### src/rtl/sample_stream_pkg.sv
// rtl/sample_stream_pkg.sv - shared types and default sizes for the sample stream reader
// Contents: state_t FSM encoding, default DW/AW/FIFO_DEPTH, fifo_entry_t (tag + sample).
package sample_stream_pkg;

    localparam int SS_DW         = 16;
    localparam int SS_AW         = 16;
    localparam int SS_FIFO_DEPTH = 4;

    typedef enum logic [1:0] {
        IDLE  = 2'd0,
        RUN   = 2'd1,
        DRAIN = 2'd2
    } state_t;

    typedef struct packed {
        logic             last;
        logic [SS_DW-1:0] data;
    } fifo_entry_t;

endpackage

### src/rtl/sample_stream_reader_fifo.sv
// rtl/sample_stream_reader_fifo.sv - small synchronous FIFO with head read from storage
// Ports: clk, reset_n (async active-low), push/wdata (write), pop (read, ignored when empty),
//        rdata (head entry), valid (not empty), count (occupancy 0..DEPTH).
module sample_fifo #(
    parameter int W     = 17,
    parameter int DEPTH = 4
) (
    input  logic                     clk,
    input  logic                     reset_n,
    input  logic                     push,
    input  logic [W-1:0]             wdata,
    input  logic                     pop,
    output logic [W-1:0]             rdata,
    output logic                     valid,
    output logic [$clog2(DEPTH):0]   count
);

    localparam int PW = $clog2(DEPTH);

    logic [W-1:0]  mem [DEPTH];
    logic [PW-1:0] wr_ptr;
    logic [PW-1:0] rd_ptr;
    logic          do_pop;
    logic          full;

    assign valid  = (count != '0);
    assign full   = (count == (PW+1)'(DEPTH));
    assign do_pop = pop && valid;
    assign rdata  = mem[rd_ptr];

    // Storage is cleared on reset so the head reads as zero while empty after reset.
    always_ff @(posedge clk or negedge reset_n) begin
        if (!reset_n) begin
            wr_ptr <= '0;
            rd_ptr <= '0;
            count  <= '0;
            for (int i = 0; i < DEPTH; i++) begin
                mem[i] <= '0;
            end
        end else begin
            if (push) begin
                mem[wr_ptr] <= wdata;
                wr_ptr      <= wr_ptr + 1'b1;
            end
            if (do_pop) begin
                rd_ptr <= rd_ptr + 1'b1;
            end
            case ({push, do_pop})
                2'b10:   count <= count + 1'b1;
                2'b01:   count <= count - 1'b1;
                default: ;
            endcase
        end
    end

    // Push while full is only legal when the head leaves in the same cycle.
    overflow_check: assert property (@(posedge clk) disable iff (!reset_n) !(push && full && !do_pop));

endmodule

### src/rtl/sample_stream_reader.sv
// rtl/sample_stream_reader.sv - walks the sample RAM via the address counter and streams samples out
// Ports: clk, reset_n (async active-low); start_i; addr_i / addr_clr_o / addr_adv_o (address counter);
//        mem_rd_o / mem_addr_o / mem_data_i (RAM, data one cycle after read);
//        sample_o / sample_valid_o / sample_ready_i / last_o (output stream); busy_o; done_o.
// Option: SAMPLE_STREAM_UNDERRUN_EN adds underrun_cnt_o[15:0].
module sample_stream_reader
    import sample_stream_pkg::*;
#(
    parameter int              DW         = SS_DW,
    parameter int              AW         = SS_AW,
    parameter int              FIFO_DEPTH = SS_FIFO_DEPTH,
    parameter logic [AW-1:0]   LAST_ADDR  = '1
) (
    input  logic          clk,
    input  logic          reset_n,
    input  logic          start_i,
    input  logic [AW-1:0] addr_i,
    output logic          addr_clr_o,
    output logic          addr_adv_o,
    output logic          mem_rd_o,
    output logic [AW-1:0] mem_addr_o,
    input  logic [DW-1:0] mem_data_i,
    output logic [DW-1:0] sample_o,
    output logic          sample_valid_o,
    input  logic          sample_ready_i,
    output logic          last_o,
    output logic          busy_o,
`ifdef SAMPLE_STREAM_UNDERRUN_EN
    output logic [15:0]   underrun_cnt_o,
`endif
    output logic          done_o
);

    localparam int CW = $clog2(FIFO_DEPTH) + 1;

    state_t        state_q;
    state_t        state_d;
    logic          rd_q;       // a read issued last cycle; its data is on mem_data_i now
    logic          rd_last_q;  // that read was for LAST_ADDR
    logic          done_q;
    logic          issue;
    logic          finish;
    logic          xfer;
    logic          head_last;
    logic [CW-1:0] fifo_count;
    logic [CW-1:0] pending;
    logic [DW:0]   head;

    // Credits: every entry held or in flight reserves a FIFO slot, so backpressure never loses data.
    assign pending    = fifo_count + CW'(rd_q);
    assign xfer       = sample_valid_o && sample_ready_i;
    assign head_last  = head[DW];
    assign sample_o   = head[DW-1:0];
    assign last_o     = sample_valid_o && head_last;
    assign finish     = (state_q == DRAIN) && xfer && head_last;
    assign mem_rd_o   = issue;
    assign addr_adv_o = issue;
    assign mem_addr_o = addr_i;
    assign busy_o     = (state_q != IDLE);
    assign done_o     = done_q;

    always_comb begin
        state_d    = state_q;
        addr_clr_o = 1'b0;
        issue      = 1'b0;
        case (state_q)
            IDLE: begin
                if (start_i) begin
                    addr_clr_o = 1'b1;
                    state_d    = RUN;
                end
            end
            RUN: begin
                if (pending < CW'(FIFO_DEPTH)) begin
                    issue = 1'b1;
                    if (addr_i == LAST_ADDR) begin
                        state_d = DRAIN;
                    end
                end
            end
            DRAIN: begin
                if (finish) begin
                    state_d = IDLE;
                end
            end
            default: state_d = IDLE;
        endcase
    end

    always_ff @(posedge clk or negedge reset_n) begin
        if (!reset_n) begin
            state_q   <= IDLE;
            rd_q      <= 1'b0;
            rd_last_q <= 1'b0;
            done_q    <= 1'b0;
        end else begin
            state_q   <= state_d;
            rd_q      <= issue;
            rd_last_q <= issue && (addr_i == LAST_ADDR);
            done_q    <= finish;
        end
    end

    sample_fifo #(
        .W     (DW + 1),
        .DEPTH (FIFO_DEPTH)
    ) u_fifo (
        .clk     (clk),
        .reset_n (reset_n),
        .push    (rd_q),
        .wdata   ({rd_last_q, mem_data_i}),
        .pop     (sample_ready_i),
        .rdata   (head),
        .valid   (sample_valid_o),
        .count   (fifo_count)
    );

`ifdef SAMPLE_STREAM_UNDERRUN_EN
    always_ff @(posedge clk or negedge reset_n) begin
        if (!reset_n) begin
            underrun_cnt_o <= '0;
        end else if (state_q == IDLE && start_i) begin
            underrun_cnt_o <= '0;
        end else if (state_q != IDLE && sample_ready_i && !sample_valid_o &&
                     underrun_cnt_o != 16'hFFFF) begin
            underrun_cnt_o <= underrun_cnt_o + 16'd1;
        end
    end
`endif

endmodule

### config.mk
export PLATFORM = sky130hd
export DESIGN_NAME = sample_stream_reader
export DESIGN_NICKNAME = d
export VERILOG_FILES = /design/src/rtl/sample_stream_pkg.sv /design/src/rtl/sample_stream_reader_fifo.sv /design/src/rtl/sample_stream_reader.sv
export SDC_FILE = /design/constraint.sdc
export NUM_CORES = 1
export LEC_CHECK = 0
export CAP_MARGIN = 25
export CORE_AREA = 2 2 89 91
export CTS_CLUSTER_DIAMETER = 200
export DETAILED_ROUTE_END_ITERATION = 10
export DIE_AREA = 0 0 91 93
export HOLD_SLACK_MARGIN = 0.06
export PLACE_DENSITY_LB_ADDON = 0.25
export SYNTH_ARGS = -nofsm -noshare
export SYNTH_HDL_FRONTEND = slang
export SYNTH_SLANG_ARGS = --single-unit
### constraint.sdc
create_clock -name clk -period 2.4 [get_ports clk]
set_input_delay 0.48 -clock clk [delete_from_list [all_inputs] [get_ports clk]]
set_output_delay 0.48 -clock clk [all_outputs]
set_load 0.1 [all_outputs]
==> metrics.md, run 1 <==
| Metric | Value |
|---|---|
| Drt first pass iters | `4` |
| Worst-path maximum fanout | `10` |
| Layout cells sized above 1 | `28.25%` |
| Most frequent cell after synthesis | `dfrtp_1` |
| Port buffer count | `74` |
| Number of synthesized register bits | `80` |
| Routed WL per cell | `~16 µm` |
| Fmax | `0.4549 GHz` |
| Filler cells | `about 560` |
| Starting Density | `49.50%` |
| DRC | `0` |
| Top Ports | `75` |
| Multi-input logic area | `about 1500 µm²` |
| Total Neg Setup Slack | `0 ns` |
| Fin crit period | `2.198 ns` |
| Fin Clk Skew | `0.008838 ns` |
| Cell variety after synth | `31` |
| Synth area leader | `dfrtp_1` |
| GRT Util Overall | `17.70%` |
| Post-synthesis net count | `288` |
| Total grt overflow | `0` |
| Worst setup path class | `reg2out` |
| Starting DRT DRC Count | `between 70 and 80` |
| Hpwl dp | `4890 µm` |
| Commonest cells in the netlist | `dfrtp_1, mux2_1, buf_4` |
| Clk slew on worst S/H paths | `0.08 ns` |
| Vias in the first global route | `2,314` |
| Maximum number of pins on one net before global-route repair | `44` |
| Flop2flop setup slack | `0.51 ns` |
| DIE AREA | `8463 µm²` |
| CTS sink count | `80` |
| Critical path launch point type | `flop` |
| Post-route ant nets | `0` |
| Num CTS Buffers | `9` |
| Synthesized area per cell | `about 15 µm²` |
| Gate Count Post-Synth | `246` |
| Yosys warnings | `0` |
| Worst-case clock buffer depth | `2` |
| Max Cap Violations | `0` |
| RSZ-0062 raised after global routing | `no` |
| Fin nets | `352` |
| Final hold violation count | `0` |
| Critical path launch point | `u_fifo.rd_ptr[0]` |
| Core Area | `7527 µm²` |
| Cell depth of the worst flop-to-flop path | `9` |
| Area contributors post-synth | `dfrtp_1, mux2_1, mux4_2` |
| Post-synth design cell area | `between 3000 and 4000 µm²` |
| CTS tree | `built` |
| Slew margin rel. | `65.88%` |
| Final setup violation count | `0` |
| Root buf cell | `clkbuf_8` |
| Post-synth EDFFs | `0` |
| Post-synth top area share | `53.73%` |
| Critical Path AT | `between 1.5 and 2 ns` |
| Global-route wire length before repair | `11,590 µm` |
| Die X | `roughly 90 µm` |
| Initial antenna violation count | `0` |
| GPL Wtd Cong | `0.7455` |
| Reg-to-reg startpoint | `u_fifo.count[0]` |
| FP Rows | `32` |
| FFs w/ async S/R, synth | `100.0%` |
| Clock latency on the worst-skew pair | `around 0.34 ns` |
| Register area | `2003 µm²` |
| Critical Path End Type | `output port` |
| Fin crit share | `91.59%` |
| Post-Layout Cell Count | `417` |
| Worst R2R End | `u_fifo.count[2]` |
| Drt total wl | `roughly 6800 µm` |
| Die Ht | `around 93 µm` |
| CTS H-tree lvls | `3` |
| Setup Fix Bufs, Post-CTS | `0` |
| Area Overhead vs Synth | `35.56%` |
| Worst EP required | `1.92 ns` |
| Top_reg_cell synth | `dfrtp_1` |
| Final slew viol count | `0` |
| Status | `completed` |
| Via/cell ratio | `just over 5` |
| ANT cells | `0` |
| Vias | `roughly 2,200` |
| # placed instances | `401` |
| HP Class | `in2async` |
| Seq/Total Area, Yosys | `53.73%` |
| Least-Margin Pin Slew | `0.5100 ns` |
| Worst setup path endpoint | `sample_o[15]` |
-- worst min path at each step --
| stage | from | end | slack, ns | cells after the start |
|---|---|---|---|---|
| after global placement | u_fifo.mem[3] | u_fifo.mem[3] | 0.47 | 1 |
| after CTS | reset_n | u_fifo.mem[42] | 0.10 | 1 |
| final | reset_n | u_fifo.mem[42] | 0.09 | 1 |
| after global routing | reset_n | u_fifo.mem[42] | 0.13 | 1 |
| after detailed placement | reset_n | u_fifo.mem[42] | 0.47 | 1 |
| after floorplan | reset_n | done_o | 0.18 | 0 |
-- through the flow --
| step | hold WS [ns] | worst slack [ns] | area, µm² | utilization (%) |
|---|---|---|---|---|
| after floorplan | 0.1844 | -0.06072 | 3732 | - |
| after global placement | 0.4679 | 0.2481 | 4811 | 63.91 |
| after detailed placement | 0.4730 | 0.1544 | 4811 | 63.91 |
| after CTS | 0.1008 | 0.1079 | 5050 | 67.09 |
| after global routing | 0.1256 | 0.07830 | 5051 | 67.10 |
| final | 0.09133 | 0.2019 | 5051 | 67.10 |
-- kinds of logic (layout without fill, tap and decap cells) --
kind of cell / after synthesis / after routing / share of synthesized area (%)
AO/OA/AOI/OAI: 4 / 4 / 0.8730
buffers and inverters: 35 / 104 / 6.011
XOR/XNOR: 7 / 7 / 1.645
multiplexers: 88 / 88 / 31.33
adder cells (fa/ha/maj): 6 / 6 / 2.216
AND/OR/NAND/NOR: 26 / 26 / 4.197
flip-flops: 80 / 80 / 53.73
-- state kept, by name, summed over array words and instances (netlist names) --
| signal | cells |
|---|---|
| done_o | 1 |
| rd_last_q | 1 |
| rd_q | 1 |
| state_q | 2 |
| u_fifo.count | 3 |
| u_fifo.mem | 68 |
| u_fifo.rd_ptr | 2 |
| u_fifo.wr_ptr | 2 |
-- placed cells by master (no fill, tap or decap), drive strengths merged --
| cell | netlist | final |
|---|---|---|
| dfrtp | 80 | 80 |
| mux2 | 69 | 69 |
| buf | 26 | 45 |
| clkdlybuf4s50 | 0 | 34 |
| mux4 | 16 | 16 |
| clkbuf | 0 | 12 |
| inv | 9 | 10 |
| nand2 | 7 | 7 |
| xor2 | 5 | 5 |
| ha | 5 | 5 |
| nand4 | 4 | 4 |
| mux2i | 3 | 3 |
| nor2 | 3 | 3 |
| nor4 | 2 | 2 |
| xnor2 | 2 | 2 |
| bufinv | 0 | 2 |
| nor2b | 2 | 2 |
| or3 | 1 | 1 |
| or2 | 1 | 1 |
| nand3 | 1 | 1 |
| and2 | 1 | 1 |
| and3 | 1 | 1 |
| a311oi | 1 | 1 |
| and3b | 1 | 1 |
| nor3b | 1 | 1 |
| a22o | 1 | 1 |
| nor3 | 1 | 1 |
| a311o | 1 | 1 |
| o21ai | 1 | 1 |
| fa | 1 | 1 |
| clkinv | 0 | 1 |
-- critical path: stages, from the launching register on --
cell and delay, ns:
dfrtp_1 0.36, buf_4 0.24, mux4_2 0.58, buf_12 0.19
-- what timing repair did --
action / CTS / global route
hold buffers: 0 / 0
endpoints found under the setup margin: 0 / 2
resized for setup: 0 / 1
-- metal layers --
layer / track usage (%) / vias to the layer above / part of all wire [%]
met5: 0 / - / 0
met4: 7.197 / 0 / 1.6
met3: 3.223 / 13 / 3.3
met2: 29.20 / 35 / 50
met1: 23.41 / 1109 / 45
li1: - / 1006 / -
-- cell type report --
type / count / share of cell area [%]
Clock buffer: 12 / 3.270
Timing Repair Buffer: 79 / 22.59
Multi-Input combinational cell: 131 / 29.82
Sequential cell: 80 / 39.66
Clock inverter: 4 / 1.461
Tap cell: 102 / 2.527
Inverter: 9 / 0.6688
Power of run 1 is left out: the tool's default activity adds up to more than one toggle a clock period on the data nets, which glitch-free logic cannot reach.
==> run 2, diff against run 1 <==
TNS_END_PERCENT = 100   (was unset)
==> results of run 2 <==
Same layout as run 1: the final DEF is identical, and so are final timing and power.
Power of run 2 is left out for the same reason.
